[config.mk]
export PLATFORM = sky130hd
export DESIGN_NAME = gpu_cmd_parser
export DESIGN_NICKNAME = d
export VERILOG_FILES = /design/src/rtl/gpu_cmd_parser.sv
export SDC_FILE = /design/constraint.sdc
export NUM_CORES = 1
export LEC_CHECK = 0
export BUFFER_PORTS_ARGS = -buffer_cell sky130_fd_sc_hd__buf_2
export CAP_MARGIN = 20
export CORE_MARGIN = 1.5
export CORE_UTILIZATION = 30
export DETAILED_ROUTE_END_ITERATION = 6
export GPL_TIMING_DRIVEN = 1
export SLEW_MARGIN = 20
export SYNTH_ARGS = -nofsm -noshare
export SYNTH_HDL_FRONTEND = slang
export SYNTH_SLANG_ARGS = --single-unit
[constraint.sdc]
create_clock -name clk -period 11.1 [get_ports clk]
set_input_delay 2.22 -clock clk [delete_from_list [all_inputs] [get_ports clk]]
set_output_delay 2.22 -clock clk [all_outputs]
set_load 0.05 [all_outputs]
[src/rtl/gpu_cmd_parser.sv]
// gpu_cmd_parser: command FIFO plus packet parser feeding the rasteriser.
// Words are buffered, assembled into draw/end-op packets, handed off via valid/ready.
module gpu_cmd_parser #(
  parameter int DEPTH = 16,
  parameter int AW    = 4
) (
  input  logic        clk,
  input  logic        reset,
  input  logic [31:0] fifo_write_data,
  input  logic        fifo_write,
  output logic        fifo_full,
  output logic        fifo_overflow,
  output logic        pkt_valid,
  input  logic        pkt_ready,
  output logic [3:0]  pkt_op,
  output logic [7:0]  pkt_texnum,
  output logic [15:0] pkt_x1,
  output logic [15:0] pkt_y1,
  output logic [15:0] pkt_x2,
  output logic [15:0] pkt_y2,
  output logic [15:0] pkt_x3,
  output logic [15:0] pkt_y3,
  output logic        bad_cmd
);

  localparam logic [2:0] HDR = 3'd0;
  localparam logic [2:0] V1  = 3'd1;
  localparam logic [2:0] V2  = 3'd2;
  localparam logic [2:0] V3  = 3'd3;
  localparam logic [2:0] OUT = 3'd4;

  localparam logic [AW-1:0] PTR_ONE = {{(AW-1){1'b0}}, 1'b1};
  localparam logic [AW:0]   CNT_ONE = {{AW{1'b0}}, 1'b1};

  logic [31:0]   mem_q [DEPTH];
  logic [AW-1:0] wr_ptr_q, rd_ptr_q;
  logic [AW:0]   cnt_q, cnt_d;
  logic          ovf_q;

  logic [2:0]  state_q, state_d;
  logic        valid_q, valid_d;
  logic        bad_q, bad_d;
  logic [3:0]  op_q, op_d;
  logic [7:0]  tex_q, tex_d;
  logic [15:0] x1_q, y1_q, x2_q, y2_q, x3_q, y3_q;
  logic [15:0] x1_d, y1_d, x2_d, y2_d, x3_d, y3_d;

  logic        push, pop;
  logic [31:0] head;
  logic        unused_hdr_bits;

  // Occupancy never exceeds DEPTH, so the MSB alone marks full.
  assign fifo_full = cnt_q[AW];
  assign push = fifo_write && !fifo_full;
  assign pop  = (cnt_q != '0) && (state_q != OUT);
  assign head = mem_q[rd_ptr_q];
  assign unused_hdr_bits = ^head[27:8];

  // FIFO storage; contents need no reset, the pointers gate visibility.
  always_ff @(posedge clk) begin
    if (push) mem_q[wr_ptr_q] <= fifo_write_data;
  end

  // Next occupancy from the push/pop pair.
  always_comb begin
    cnt_d = cnt_q;
    unique case ({push, pop})
      2'b10:   cnt_d = cnt_q + CNT_ONE;
      2'b01:   cnt_d = cnt_q - CNT_ONE;
      default: cnt_d = cnt_q;
    endcase
  end

  // FIFO pointers, count and the sticky overflow flag.
  always_ff @(posedge clk) begin
    if (!reset) begin
      wr_ptr_q <= '0;
      rd_ptr_q <= '0;
      cnt_q    <= '0;
      ovf_q    <= 1'b0;
    end else begin
      if (push) wr_ptr_q <= wr_ptr_q + PTR_ONE;
      if (pop)  rd_ptr_q <= rd_ptr_q + PTR_ONE;
      cnt_q <= cnt_d;
      if (fifo_write && fifo_full) ovf_q <= 1'b1;
    end
  end

  // Parser: gather header and vertices, then hold the packet for handoff.
  always_comb begin
    state_d = state_q;
    valid_d = valid_q;
    bad_d   = 1'b0;
    op_d    = op_q;
    tex_d   = tex_q;
    x1_d = x1_q; y1_d = y1_q;
    x2_d = x2_q; y2_d = y2_q;
    x3_d = x3_q; y3_d = y3_q;
    unique case (state_q)
      HDR: if (pop) begin
        unique case (head[31:28])
          4'd1: begin
            op_d    = 4'd1;
            tex_d   = head[7:0];
            state_d = V1;
          end
          4'd2: begin
            op_d  = 4'd2;
            tex_d = '0;
            x1_d = '0; y1_d = '0;
            x2_d = '0; y2_d = '0;
            x3_d = '0; y3_d = '0;
            state_d = OUT;
          end
          default: bad_d = 1'b1;
        endcase
      end
      V1: if (pop) begin
        x1_d = head[31:16];
        y1_d = head[15:0];
        state_d = V2;
      end
      V2: if (pop) begin
        x2_d = head[31:16];
        y2_d = head[15:0];
        state_d = V3;
      end
      V3: if (pop) begin
        x3_d = head[31:16];
        y3_d = head[15:0];
        state_d = OUT;
      end
      OUT: begin
        if (!valid_q) begin
          valid_d = 1'b1;
        end else if (pkt_ready) begin
          valid_d = 1'b0;
          state_d = HDR;
        end
      end
      default: state_d = HDR;
    endcase
  end

  // Parser state and packet registers.
  always_ff @(posedge clk) begin
    if (!reset) begin
      state_q <= HDR;
      valid_q <= 1'b0;
      bad_q   <= 1'b0;
      op_q    <= '0;
      tex_q   <= '0;
      x1_q <= '0; y1_q <= '0;
      x2_q <= '0; y2_q <= '0;
      x3_q <= '0; y3_q <= '0;
    end else begin
      state_q <= state_d;
      valid_q <= valid_d;
      bad_q   <= bad_d;
      op_q    <= op_d;
      tex_q   <= tex_d;
      x1_q <= x1_d; y1_q <= y1_d;
      x2_q <= x2_d; y2_q <= y2_d;
      x3_q <= x3_d; y3_q <= y3_d;
    end
  end

  assign fifo_overflow = ovf_q;
  assign pkt_valid     = valid_q;
  assign bad_cmd       = bad_q;
  assign pkt_op        = op_q;
  assign pkt_texnum    = tex_q;
  assign pkt_x1 = x1_q;
  assign pkt_y1 = y1_q;
  assign pkt_x2 = x2_q;
  assign pkt_y2 = y2_q;
  assign pkt_x3 = x3_q;
  assign pkt_y3 = y3_q;

endmodule

Word level (Yosys, flattened, before mapping):

Memory sizes are Yosys's and may differ from the RTL's. A register that Yosys moved wholly into a read port is not among the register bits.
Index checks and enable logic that the tools add are counted.

* $mul: 0
* magnitude comparators: 0
* reduce and logical (&&, ||, !) cells: 18
* shift operators: 0
* equality and inequality tests: 17
* add/subtract/negate cells: 4
* bitwise operators: 0
* div/mod/pow operators: 0
* mux-type cells: 28

Operators with widths (count)
* one-hot mux 16 bit (2 select lines): 6
* 2-to-1 mux 16 bit: 4
* 2-to-1 mux 3 bit: 6
* one-hot mux 8 bit (2 select lines): 1
* one-hot mux 3 bit (5 select lines): 1
* != test 2 bit, second input constant: 6
* AND reduction 4 bit: 3
* one-hot mux 5 bit (2 select lines): 1
* nonzero test 2 bit: 5
* adder 4 x 1 -> 4 bit, second input constant: 2
* 2-to-1 mux 4 bit: 2
* one-hot mux 4 bit (2 select lines): 1
* AND reduction 7 bit: 1
* == test 3 x 2 -> 1 bit, second input constant: 2
* one-hot mux 3 bit (2 select lines): 1
* AND reduction 3 bit: 2
* adder 5 x 1 -> 5 bit, second input constant: 1
* 2-to-1 mux 1 bit: 5
* nonzero test 5 bit: 1
* subtractor 5 x 1 -> 5 bit, second input constant: 1
* == test 4 x 1 -> 1 bit, second input constant: 1
* == test 4 x 2 -> 1 bit, second input constant: 1
* == test 3 x 1 -> 1 bit, second input constant: 1
* == test 3 bit, second input constant: 1
* other kinds (9): 11

* latch bits: 0
* flip-flop bits (word level): 127
* word-level logic and storage cells: 83
* output and inout port bits: 112
* RAM bits: 512
* input port bits: 36
* memories kept: 1
* memory bits (read-only): 0

Memories
* mem_q: words 16, width 32, rd ports 1, clocked after Yosys merged registers in 1, write ports 1, RTL line 35 `logic [31:0] mem_q [DEPTH];`

Logic depth before layout (Yosys ltp):

* depth after elaboration: 4
* depth in mapped cells: 13
* depth with buffers taken out: 12

Worst setup path before layout:

Ideal clock, no wire load.

* path type: input to register
* start: input port fifo_write
* end: memory mem_q[3][0] (enable)
* stages on the path: 4
* data required time: 10.639 ns
* arrival time: 5.095 ns
* buffers on the path: 1
* library setup time: 0.461 ns
* path slack: 5.544 ns
* cell sequence: nor2b_1 > clkbuf_1 > nand2_1 > nor3_1

* longest elaborated chain between the ends: 3

Ends and longest elaborated chain
* from (decl): RTL line 10 `input logic fifo_write,`
* logical AND 1 bit: RTL line 54 `assign push = fifo_write && !fifo_full;`
* 2-to-1 mux 1 bit: RTL line 61 `if (push) mem_q[wr_ptr_q] <= fifo_write_data;`
* 2-to-1 mux 1 bit (not written as such): RTL line 61
* to (decl): RTL line 35

Every way passes these cells.

==> metrics.txt <==
total CTS buffers 68; Top delay family on crit path buffers and inverters; nature of the critical path endpoint register; WP data arrival 4980 ps; sequential standard cell area 17970 um^2; Final Setup Violations 0; die area 87350 um^2; Final min period 4492 ps; Synthesis Warnings 0; Max H-tree Level 3; setup slack after layout 6608 ps; Longest Clk Path Bufs 3; TritonCTS clock tree yes; Post-CTS Setup Inserts 0; initial antenna violation count 13; RR Endpoint pkt_y1[13]; Worst Path Required 11590 ps; synth unique cells 50; GR Util met3 0.03406; Worst IR Drop VDD 150.1 uV; setup tns final 0 ps; Buf/Inv on CP 2; Cell Pwr Density 235.3 nW/um^2; Post-synth EDFFs 512; critical path type register to register; I/O Pins 148; Seq/Total Area, Yosys 0.6994; Avg WL per Cell 22.98 um; Chip Width 295.6 um; relative slew slack 0.3064; CTS sink cnt 641; worst hold path type register to register; Rows 107; worst-margin pin slew 1035 ps; antenna-violating nets left 0; synthesized flop and latch total 641; R2R Setup Slk 6610 ps; drt first pass iters 7; 1st-iter DRT viols 1101; pre-CTS setup slack 6170 ps; CTS Hold Bufs 0; Max-Cap Viols 0; root buf cell clkbuf_16; Largest stage delay, worst path 900 ps; Resize count post-CTS 0; Hold Crit Depth 2; final cell count without fillers 2812; commonest non-fill, non-tap cell in the layout edfxtp_1; Final #Nets 1658; DRC 0; Starting Density 0.3020; vias in the first global route 14040; area of the core 85010 um^2; clock slew at reported path FFs 60 ps; Mapped Avg Cell Area 17.42 um^2; DP Wirelength 38970 um; layout cells sized above 1 0.3221; Pwr Total 0.007031 W; Vias 13950; Fmax 222.6 MHz; Mapped Cells 1474; Worst R2R Path Depth 6; met2 usage 0.2347; pin count of the biggest net entering global routing 77; Tot GR Track Use 0.1474; DP Cell Count 2686; period utilisation layout 0.4047; Min-Delay Endpoint pkt_texnum[1]; status complete, no violations; vias per cell 4.961; async set-reset flop share out of synthesis 0; worst hold start pkt_texnum[1]; top_reg_cell synth edfxtp_1; CP Max Fanout 48; RSZ-0062 raised after global routing false; Final Wtd Congestion 0.7464; CP startpoint kind register; WL final 64630 um; Mapped Area 25680 um^2; PortBufs 145; total grt overflow 0; grt met1 use 0.2049; crit-path cells buf_4 > buf_4 > mux4_2 > mux4_2 > and2_1 > o21a_1; clk_lat worst skew 600 ps; commonest cells after routing, fill and taps aside 512 x edfxtp_1, 156 x mux4_2, 154 x nand2_1; fill cell count 7933; Worst path slowest cell dfxtp_4; Worst Clk Skew 27.32 ps; first-pass GRT wire length 94500 um; pins over their slew limit 0; Synth-to-Final Area Change 16.39%; Fin. Hold Viols 0; gr busiest metal met2; Die Y 295.6 um; Pleak 9.848 nW; area of the multi-input gates 7229 um^2
==> cell families after synthesis <==
group / synth area share
xor+xnor: 0.004776
other cells: 0.0001461
compound gates: 0.06969
flops: 0.6994
simple gates: 0.05507
buf+inv: 0.02515
fa+ha+maj: 0.003899
mux: 0.1419
==> metrics by stage <==
step | area (um^2) | hold slack, ps | utilization
floorplan | 25680 | 472.5 | -
global placement | 27610 | 444.3 | 0.3247
detailed placement | 27650 | 451.9 | 0.3252
CTS | 29820 | 462.4 | 0.3508
global route | 29880 | 487.0 | 0.3515
finish | 29880 | 463.4 | 0.3515
==> worst max path at each step <==
stage,from,cells past startpoint,end
global route,register,6,pkt_y1[13]
detailed placement,reset,6,pkt_y3[0]
global placement,reset,6,pkt_y3[1]
finish,register,6,pkt_y1[13]
floorplan,fifo_write,4,mem_q[3][0]
CTS,register,7,pkt_y2[2]
==> state kept, by name (all words and copies together) (netlist names), 8 cells and up, named ones only <==
signal and count:
mem_q 512, pkt_texnum 8, pkt_x1 16, pkt_x2 16, pkt_x3 16, pkt_y1 16
pkt_y2 16, pkt_y3 16
==> synthesized netlist by cell type, types with 5 or more instances <==
cell | n | area [um^2]
a21oi_1 | 30 | 150.1
a21oi_2 | 40 | 350.3
and2_1 | 59 | 369.1
and3_1 | 6 | 37.54
buf_1 | 8 | 30.03
buf_12 | 5 | 100.1
buf_2 | 25 | 125.1
buf_4 | 7 | 52.55
buf_6 | 8 | 90.09
clkbuf_1 | 58 | 217.7
dfxtp_1 | 129 | 2582
edfxtp_1 | 512 | 15370
ha_1 | 8 | 100.1
inv_1 | 6 | 22.52
mux2i_1 | 13 | 130.1
mux4_2 | 156 | 3513
nand2_1 | 154 | 578.1
nand2b_1 | 6 | 37.54
nand3_1 | 15 | 75.07
nor2_1 | 42 | 157.7
nor3_1 | 8 | 40.04
o2111ai_1 | 32 | 280.3
o211ai_1 | 5 | 37.54
o211ai_2 | 30 | 375.4
o21a_1 | 64 | 480.5
xnor2_1 | 6 | 52.55
xor2_1 | 8 | 70.07
==> final cells by class <==
type | instances | share of cell area
flip-flops and latches | 641 | 0.6012
multi-input cells | 716 | 0.2419
clock buffers | 87 | 0.06314
well taps | 1144 | 0.04790
repair buffers | 181 | 0.03534
clock inverters | 36 | 0.009630
inverters | 6 | 0.0007536
diodes | 1 | 0.00008374
==> tightest hold or removal path, stage by stage (launching register included) <==
cell and delay, ps:
dfxtp_1 310, nand2_1 50, mux2i_1 50
==> where the power goes <==
| group | switching, W | internal (W) | total (W) |
|---|---|---|---|
| sequential | 0.000124 | 0.00273 | 0.00286 |
| combinational | 0.00127 | 0.000704 | 0.00198 |
| clock | 0.000919 | 0.00128 | 0.00220 |
==> routing by layer <==
layer  wire [um]  vias to the layer above
met5          69                        -
met4        1160                       12
met3        5052                      103
met2       30300                      494
met1       28050                     7280
li1            -                     6060
Note: power is estimated with default switching activity, not from simulation.
